--- config.mk ---
export PLATFORM = sky130hd
export DESIGN_NAME = md_ctrl
export DESIGN_NICKNAME = d
export VERILOG_FILES = /design/src/rtl/md_pkg.sv /design/src/rtl/md_divider.sv /design/src/rtl/md_ctrl.sv
export SDC_FILE = /design/constraint.sdc
export NUM_CORES = 2
export LEC_CHECK = 0
export BUFFER_PORTS_ARGS = -buffer_cell sky130_fd_sc_hd__buf_4
export CAP_MARGIN = 20
export CORE_MARGIN = 2
export CORE_UTILIZATION = 59
export DETAILED_ROUTE_END_ITERATION = 10
export GPL_TIMING_DRIVEN = 0
export PLACE_DENSITY = 0.79
export RECOVER_POWER = 100
export SLEW_MARGIN = 20
export SYNTH_ARGS = -nofsm -noshare
export SYNTH_HDL_FRONTEND = slang
export SYNTH_SLANG_ARGS = --single-unit
--- constraint.sdc ---
create_clock -name clk -period 8.58 [get_ports clk]
set_input_delay 1.287 -clock clk [delete_from_list [all_inputs] [get_ports clk]]
set_output_delay 1.287 -clock clk [all_outputs]
set_load 0.02 [all_outputs]
--- src/rtl/md_pkg.sv ---
// Shared definitions for the multiply/divide sequencer.
// State encoding, HI/LO regfile indices and divider iteration count.
package md_pkg;

  typedef enum logic [1:0] {
    S_IDLE = 2'd0,
    S_MUL  = 2'd1,
    S_DIV  = 2'd2,
    S_DONE = 2'd3
  } md_state_e;

  localparam logic [5:0] REG_HI = 6'b100001;
  localparam logic [5:0] REG_LO = 6'b100000;
  localparam int unsigned DIV_CYCLES = 32;

endpackage

--- src/rtl/md_divider.sv ---
// Iterative restoring divider core, one quotient bit per cycle.
// Ports: clk, reset, start_i, dividend_i, divisor_i (unsigned magnitudes),
// done_o (high on final iteration), quotient_o, remainder_o (final step value).
module md_divider
  import md_pkg::*;
(
  input  logic        clk,
  input  logic        reset,
  input  logic        start_i,
  input  logic [31:0] dividend_i,
  input  logic [31:0] divisor_i,
  output logic        done_o,
  output logic [31:0] quotient_o,
  output logic [31:0] remainder_o
);

  logic        busy_q;
  logic [4:0]  cnt_q;
  logic [31:0] rem_q, rem_d;
  logic [31:0] quo_q, quo_d;
  logic [31:0] dvs_q;
  logic [32:0] shifted;
  logic [32:0] diff;
  logic        last;

  // Remainder stays below the divisor, so bit 32 of the
  // difference is a clean borrow flag.
  always_comb begin
    shifted = {rem_q, quo_q[31]};
    diff    = shifted - {1'b0, dvs_q};
    if (!diff[32]) begin
      rem_d = diff[31:0];
      quo_d = {quo_q[30:0], 1'b1};
    end else begin
      rem_d = shifted[31:0];
      quo_d = {quo_q[30:0], 1'b0};
    end
  end

  assign last = (cnt_q == 5'(DIV_CYCLES - 1));

  always_ff @(posedge clk or posedge reset) begin
    if (reset) begin
      busy_q <= 1'b0;
      cnt_q  <= '0;
      rem_q  <= '0;
      quo_q  <= '0;
      dvs_q  <= '0;
    end else if (start_i) begin
      busy_q <= 1'b1;
      cnt_q  <= '0;
      rem_q  <= '0;
      quo_q  <= dividend_i;
      dvs_q  <= divisor_i;
    end else if (busy_q) begin
      rem_q  <= rem_d;
      quo_q  <= quo_d;
      cnt_q  <= cnt_q + 5'd1;
      if (last) busy_q <= 1'b0;
    end
  end

  // Result is presented on the same cycle the last bit is formed.
  assign done_o      = busy_q & last;
  assign quotient_o  = quo_d;
  assign remainder_o = rem_d;

endmodule

--- src/rtl/md_ctrl.sv ---
// Multiply/divide sequencer: fixed-latency multiply, 32-step divide, HI/LO write.
// Ports: clk, reset, md_* request from decode, hilo_access; md_busy, md_stall,
// hi_we/lo_we strobes and hi_wdata/lo_wdata results.
module md_ctrl
  import md_pkg::*;
#(
  parameter int unsigned MUL_LAT = 2
) (
  input  logic        clk,
  input  logic        reset,
  input  logic        md_mult_en,
  input  logic        md_div_en,
  input  logic        md_is_signed,
  input  logic [31:0] md_src1,
  input  logic [31:0] md_src2,
  input  logic        hilo_access,
  output logic        md_busy,
  output logic        md_stall,
  output logic        hi_we,
  output logic        lo_we,
  output logic [31:0] hi_wdata,
  output logic [31:0] lo_wdata
);

  md_state_e   state_q, state_d;
  logic [7:0]  cnt_q;
  logic [31:0] a_q, b_q;
  logic        sgn_q;
  logic [31:0] hi_q, lo_q;
  logic        accept;
  logic        div_start;
  logic        mul_last;
  logic [31:0] dvd_mag, dvs_mag;
  logic        div_done;
  logic [31:0] quo, rem;
  logic [31:0] q_fix, r_fix;
  logic [63:0] a_ext, b_ext, prod;

  assign accept    = (state_q == S_IDLE) & (md_mult_en | md_div_en);
  assign div_start = (state_q == S_IDLE) & md_div_en & ~md_mult_en;
  assign mul_last  = (cnt_q == 8'(MUL_LAT - 1));

  assign dvd_mag = (md_is_signed & md_src1[31]) ? (~md_src1 + 32'd1) : md_src1;
  assign dvs_mag = (md_is_signed & md_src2[31]) ? (~md_src2 + 32'd1) : md_src2;

  md_divider u_div (
    .clk         (clk),
    .reset       (reset),
    .start_i     (div_start),
    .dividend_i  (dvd_mag),
    .divisor_i   (dvs_mag),
    .done_o      (div_done),
    .quotient_o  (quo),
    .remainder_o (rem)
  );

  // Sign extension only when signed; low 64 bits of the product
  // are then correct for both flavours.
  assign a_ext = {{32{sgn_q & a_q[31]}}, a_q};
  assign b_ext = {{32{sgn_q & b_q[31]}}, b_q};
  assign prod  = a_ext * b_ext;

  assign q_fix = (sgn_q & (a_q[31] ^ b_q[31])) ? (~quo + 32'd1) : quo;
  assign r_fix = (sgn_q & a_q[31]) ? (~rem + 32'd1) : rem;

  always_ff @(posedge clk or posedge reset) begin
    if (reset) state_q <= S_IDLE;
    else       state_q <= state_d;
  end

  always_comb begin
    state_d = state_q;
    unique case (state_q)
      S_IDLE: begin
        if (md_mult_en)     state_d = S_MUL;
        else if (md_div_en) state_d = S_DIV;
      end
      S_MUL:  if (mul_last) state_d = S_DONE;
      S_DIV:  if (div_done) state_d = S_DONE;
      S_DONE: state_d = S_IDLE;
      default: state_d = S_IDLE;
    endcase
  end

  always_comb begin
    md_busy  = (state_q != S_IDLE);
    hi_we    = (state_q == S_DONE);
    lo_we    = (state_q == S_DONE);
    md_stall = md_busy & (md_mult_en | md_div_en | hilo_access);
  end

  always_ff @(posedge clk or posedge reset) begin
    if (reset) begin
      cnt_q <= '0;
      a_q   <= '0;
      b_q   <= '0;
      sgn_q <= 1'b0;
      hi_q  <= '0;
      lo_q  <= '0;
    end else begin
      if (accept) begin
        a_q   <= md_src1;
        b_q   <= md_src2;
        sgn_q <= md_is_signed;
        cnt_q <= '0;
      end
      if (state_q == S_MUL) begin
        cnt_q <= cnt_q + 8'd1;
        if (mul_last) begin
          hi_q <= prod[63:32];
          lo_q <= prod[31:0];
        end
      end
      if ((state_q == S_DIV) && div_done) begin
        // Zero divisor reports the raw dividend, no sign fix-up.
        if (b_q == 32'd0) begin
          hi_q <= a_q;
          lo_q <= 32'hFFFF_FFFF;
        end else begin
          hi_q <= r_fix;
          lo_q <= q_fix;
        end
      end
    end
  end

  assign hi_wdata = hi_q;
  assign lo_wdata = lo_q;

endmodule
# Word level (Yosys, flattened, before mapping)

Index checks and enable logic that the tools add are counted.

Add/sub/neg operators: 7
Multiply operators: 1
Equal/unequal tests: 8
Muxes and demuxes: 30
Bitwise logic cells: 18
Reduce and logical (&&, ||, !) cells: 10

Operator list:

| kind                    | count |
|---|---|
| $mux W32                | 17 |
| $add A32 B1 Y32 const B | 4 |
| $not A32 Y32            | 4 |
| $mul A33 B33 Y64        | 1 |
| $sub A33 B32 Y33        | 1 |
| $logic_not A32 Y1       | 1 |
| $mux W8                 | 2 |
| $and A1 B1 Y1           | 10 |
| $mux W5                 | 2 |
| $reduce_bool A2 Y1      | 5 |
| $add A8 B1 Y8 const B   | 1 |
| $eq A8 B1 Y1 const B    | 1 |
| $mux W2                 | 4 |
| $pmux W2 S4             | 1 |
| $add A5 B1 Y5 const B   | 1 |
| $eq A5 B5 Y1 const B    | 1 |
| $eq A2 B2 Y1 const B    | 2 |
| $mux W1                 | 4 |
| $ne A2 B2 Y1 const B    | 2 |
| $ne A3 B3 Y1 const B    | 1 |
| $reduce_and A3 Y1       | 1 |
| $eq A2 B1 Y1 const B    | 1 |
| $logic_not A2 Y1        | 1 |
| $or A1 B1 Y1            | 2 |
| other kinds (4)         | 4 |

Register bits: 241
Input bits: 70
Output and inout port bits: 68

# Longest topological paths before layout

Word-level depth: 7
Mapped depth: 33
Mapped depth without buffers: 30

# By module

From an unflattened synthesis, not the netlist that was laid out.

Cells, all modules: 5,934
Area total of the unflattened synthesis: 53,568.9 µm²

By module, submodules not included:

| module     | instances | cells an instance | area an instance (µm²) | seq. area each (µm²) |
|---|---|---|---|---|
| md_ctrl    | 1         | 5,198             | 46,778.6               | 3,478.3 |
| md_divider | 1         | 736               | 6,790.3                | 2,552.4 |

# Worst setup path before layout

Ideal clock, no wire load.

Path type: register -> register
Start point: register a_q[31]
End point: register hi_q[31], in the netlist hi_wdata[31]
Setup time: 139 ps
Arrival time: 8,269 ps
Path slack: 173 ps
Cell stages (with the launch flop): 31
Path buffers: 3
Cells stage by stage: dfrtp_1 -> clkbuf_1 -> and2_0 -> clkbuf_1 -> clkbuf_1 -> nand2_1 -> inv_1 -> fa_1 -> inv_1 -> fa_1 -> inv_1 -> fa_1 -> fa_1 -> inv_1 -> fa_1 -> inv_1 -> fa_1 -> inv_1 -> fa_1 -> fa_1 -> inv_1 -> ha_1 -> nor2b_1 -> o21ai_0 -> nand2b_1 -> a311oi_1 -> o21ai_2 -> a2111oi_1 -> o21ai_0 -> a21oi_1 -> o221ai_1

Longest elaborated chain between the ends: 5
Elaborated cells between the ends (all ways): 7
Those cells by class: mul: 1; mux: 5; bitwise: 1

Ends and longest elaborated chain:

| what                   | line                         | text |
|---|---|---|
| from (decl)            | md_ctrl.sv:27                | `logic [31:0] a_q, b_q;` |
| from (signal assigned) | md_ctrl.sv:102               | `a_q <= md_src1;` |
| $and A1 B1 Y1          | md_ctrl.sv:59, md_ctrl.sv:64 |  |
| $mul A33 B33 Y64       | md_ctrl.sv:61                | `assign prod = a_ext * b_ext;` |
| $mux W32               | md_ctrl.sv:109               | `if (mul_last) begin` |
| $mux W32               | md_ctrl.sv:107               | `if (state_q == S_MUL) begin` |
| $mux W32 (*)           | md_ctrl.sv:114               | `if ((state_q == S_DIV) && div_done) begin` |
| to (signal assigned)   | md_ctrl.sv:110               | `hi_q <= prod[63:32];` |
| to (signal assigned)   | md_ctrl.sv:117               | `hi_q <= a_q;` |
| to (signal assigned)   | md_ctrl.sv:120               | `hi_q <= r_fix;` |
| to (decl)              | md_ctrl.sv:29                | `logic [31:0] hi_q, lo_q;` |

Mark *: on every way between the ends. The rest lies on a longest branch, timed or not. The select of a mux whose other input is x is not followed.
A chain may end at the register's enable or synchronous reset.

# Final worst setup path

Start point: register a_q[4]
End point: register hi_q[28], in the netlist hi_wdata[28]

Longest elaborated chain between the ends: 4

Ends and longest elaborated chain:

| what             | line |
|---|---|
| $mul A33 B33 Y64 | md_ctrl.sv:61 |
| $mux W32         | md_ctrl.sv:109 |
| $mux W32         | md_ctrl.sv:107 |
| $mux W32         | md_ctrl.sv:114 |

No other way between the ends. The select of a mux whose other input is x is not followed.

==> flow_summary.ini <==
[yosys]
synth_area_leaders = fa_1, dfrtp_1, inv_1
synth_top_area_share = 0.424
yosys_warnings = 0
yosys.area.top_type = fa_1
ys.flop_type = dfrtp_1
ys_seq_area_frac = 0.113
syn_inst = 5939
yosysMostFrequentCell = inv_1
syn-num-nets = 7392
synthArstFlopShare = 1.00
syn-mean-instance-area_um2 = 8.96
synth_seq_cells = 241
ys_types = 91
synth_edf_count = 0
ys_top_cells_by_count = inv_1, fa_1, nand2_1
netlist_area_um2 = 53200

[routing]
via_per_inst = 6.13
final_antenna_net_count = 0
drtIter0Drc = 5328
wl_per_cell_um = 27.6
routed_wirelength_mm = 202
dr.pass1.iters = 8
vias = 44910
drc = 0

[setup_path]
crit_path_end_kind = flop
critical_path.max_fanout = 10
rr_endpoint = hi_wdata[28]
ff2ff_setup_slack_ns = -0.09
crit_buf_inv = 7
cp.required_ns = 9.04
cp.arrival_ns = 9.13
slowest_stage = clkbuf_1
reg2reg_depth = 29
reg2reg_from = a_q[4]
worstSetupPathType = reg -> reg
setup.worst_path.start_class = flop
cp_top_family = adder cells
cpPeakStageDelay_ns = 0.67

[sta]
final.period_utilization = 1.01
slew_headroom = -1.70
hold_violations = 0
fin_crit_ns = 8.67
fin_ws_ns = -0.0928
report.final.slew_viol_count = 145
fmax_mhz = 115
tightest_slew_ns = 4.05
fin_skew_ns = 0.0189
final.setup.tns_ns = -0.268
rsz0062_at_grt = true
finalSetupViolations = 7

[grt]
track_usage = 0.446
grtUsageMet3 = 0.167
gr-total-overflow = 0
gr-max-usage-layer = met2
met2_usage = 0.647
use_met1 = 0.550
antenna_found_initial = 18
grt_pass1_vias = 47080
grt_pass1_wl_mm = 301
grt_start_max_net_pins = 100

[floorplanning]
initial_utilization = 0.593
coreArea_um2 = 89700
fp.dieH_um = 304
dieArea_um2 = 92600
io_pins = 138
rows = 110
die_w_um = 304

[cells_and_area]
num-nets-final = 7569
syn_to_final_growth_pct = 9.33
drive_gt1_frac = 0.0993

[job]
cap_violations = 3

[min_path]
min_path_type = reg -> reg
min_from = u_div.dvs_q[17]
whs_endpoint = u_div.dvs_q[17]
hold_depth = 2

[cts]
clock_sinks = 241
cts-root-buf = clkbuf_16
cts_tree = built
worstSkewPairLatency_ns = 0.57
clkTransAtPathRegs_ns = 0.06
clockBufferDepth = 3
htreeDepth = 1
cts-buffers-inserted = 27

[placement]
port_buffers = 137
hpwl_mm = 164
gp_congestion = 1.09

[outcome]
outcome = finished with violations
violations = capacitance limit, slew limit, setup timing
[stage by stage]
stage / hold slack [ns] / cell area, µm² / utilization / std cells / setup WS [ns]
final: 0.485 / 58200 / 0.648 / 7326 / -0.0928
after CTS: 0.487 / 57800 / 0.645 / 7282 / -0.0241
after floorplan: 0.450 / 53200 / - / 5939 / 0.173
after global placement: 0.464 / 55700 / 0.621 / 7252 / -2.65
after global routing: 0.508 / 58100 / 0.648 / 7314 / -0.148
after detailed placement: 0.471 / 55800 / 0.622 / 7254 / -2.81
[sequential cells by signal (all words and copies together), names as in the netlist, 5 cells and up]
register and cells:
u_div.rem_q 32, u_div.dvs_q 32, b_q 32, cnt_q 8, a_q 32, u_div.quo_q 32, u_div.cnt_q 5, hi_wdata 32
lo_wdata 32
[logic make-up (layout without fill, tap and decap cells)]
logic type / after synthesis / in the layout / share of synthesized area
xor gates and xnor gates: 201 / 201 / 0.0331
other: 0 / 16 / 0
adders and majority gates: 1383 / 1383 / 0.484
muxes: 126 / 126 / 0.0252
buffers and inverters: 1549 / 1744 / 0.110
and+or+nand+nor: 1775 / 1775 / 0.155
AOI/OAI and AO/OA: 664 / 664 / 0.0794
DFF: 241 / 241 / 0.113
[worst max-delay path by stage]
stage / from / end / slack (ns) / depth (start not counted)
after floorplan: a_q[31] / hi_wdata[31] / 0.17 / 30
after detailed placement: a_q[31] / hi_wdata[28] / -2.81 / 31
final: a_q[4] / hi_wdata[28] / -0.09 / 29
after CTS: a_q[31] / hi_wdata[28] / -0.02 / 29
after global placement: a_q[31] / hi_wdata[28] / -2.65 / 31
after global routing: b_q[15] / hi_wdata[30] / -0.15 / 28
[layout make-up]
| type | count | area (µm²) |
|---|---|---|
| plain buffers | 302 | 1930 |
| inverters | 1189 | 4480 |
| diodes | 16 | 40.0 |
| fillers | 7565 | 31600 |
| multi-input cells | 4149 | 41800 |
| well taps | 1176 | 1470 |
| clock buffers | 36 | 769 |
| repair buffers | 206 | 1350 |
| clock inverters | 11 | 164 |
| flip-flops and latches | 241 | 6170 |
[per-layer routing]
metal  part of all wire  up-vias
li1                   -    18370
met1               0.34    22470
met2               0.42     3238
met3               0.14      820
met4              0.090       12
met5             0.0017        -
[tightest hold or removal path: cells and delay by family, from the launching register on]
kind               cells  cell delay (ns)
and+or+nand+nor        1             0.05
DFF                    1             0.34
AOI/OAI and AO/OA      1             0.06
[timing repair]
action / in CTS / in global routing
cloned: 0 / 0
pin swaps: 28 / 37
hold buffers: 0 / 0
setup buffers: 32 / 34
resized for setup: 418 / 190
endpoints found under the setup margin: 41 / 26
[cell usage in the layout (no fill, tap or decap), drive strengths merged, types with 25 or more instances in the layout]
| master | count |
|---|---|
| nand3 | 43 |
| xnor2 | 120 |
| a21oi | 166 |
| clkbuf | 360 |
| xor2 | 81 |
| and3 | 35 |
| a21o | 40 |
| buf | 184 |
| dfrtp | 241 |
| mux2 | 63 |
| nor4 | 25 |
| o21ai | 206 |
| ha | 257 |
| nor2 | 186 |
| mux2i | 63 |
| fa | 1126 |
| inv | 1184 |
| a211oi | 58 |
| nor3 | 39 |
| and2 | 358 |
| nand2 | 959 |
| a31oi | 38 |
Power is not shown: default switching activity piles up to over one toggle a cycle in this logic, so the estimate is an artifact.
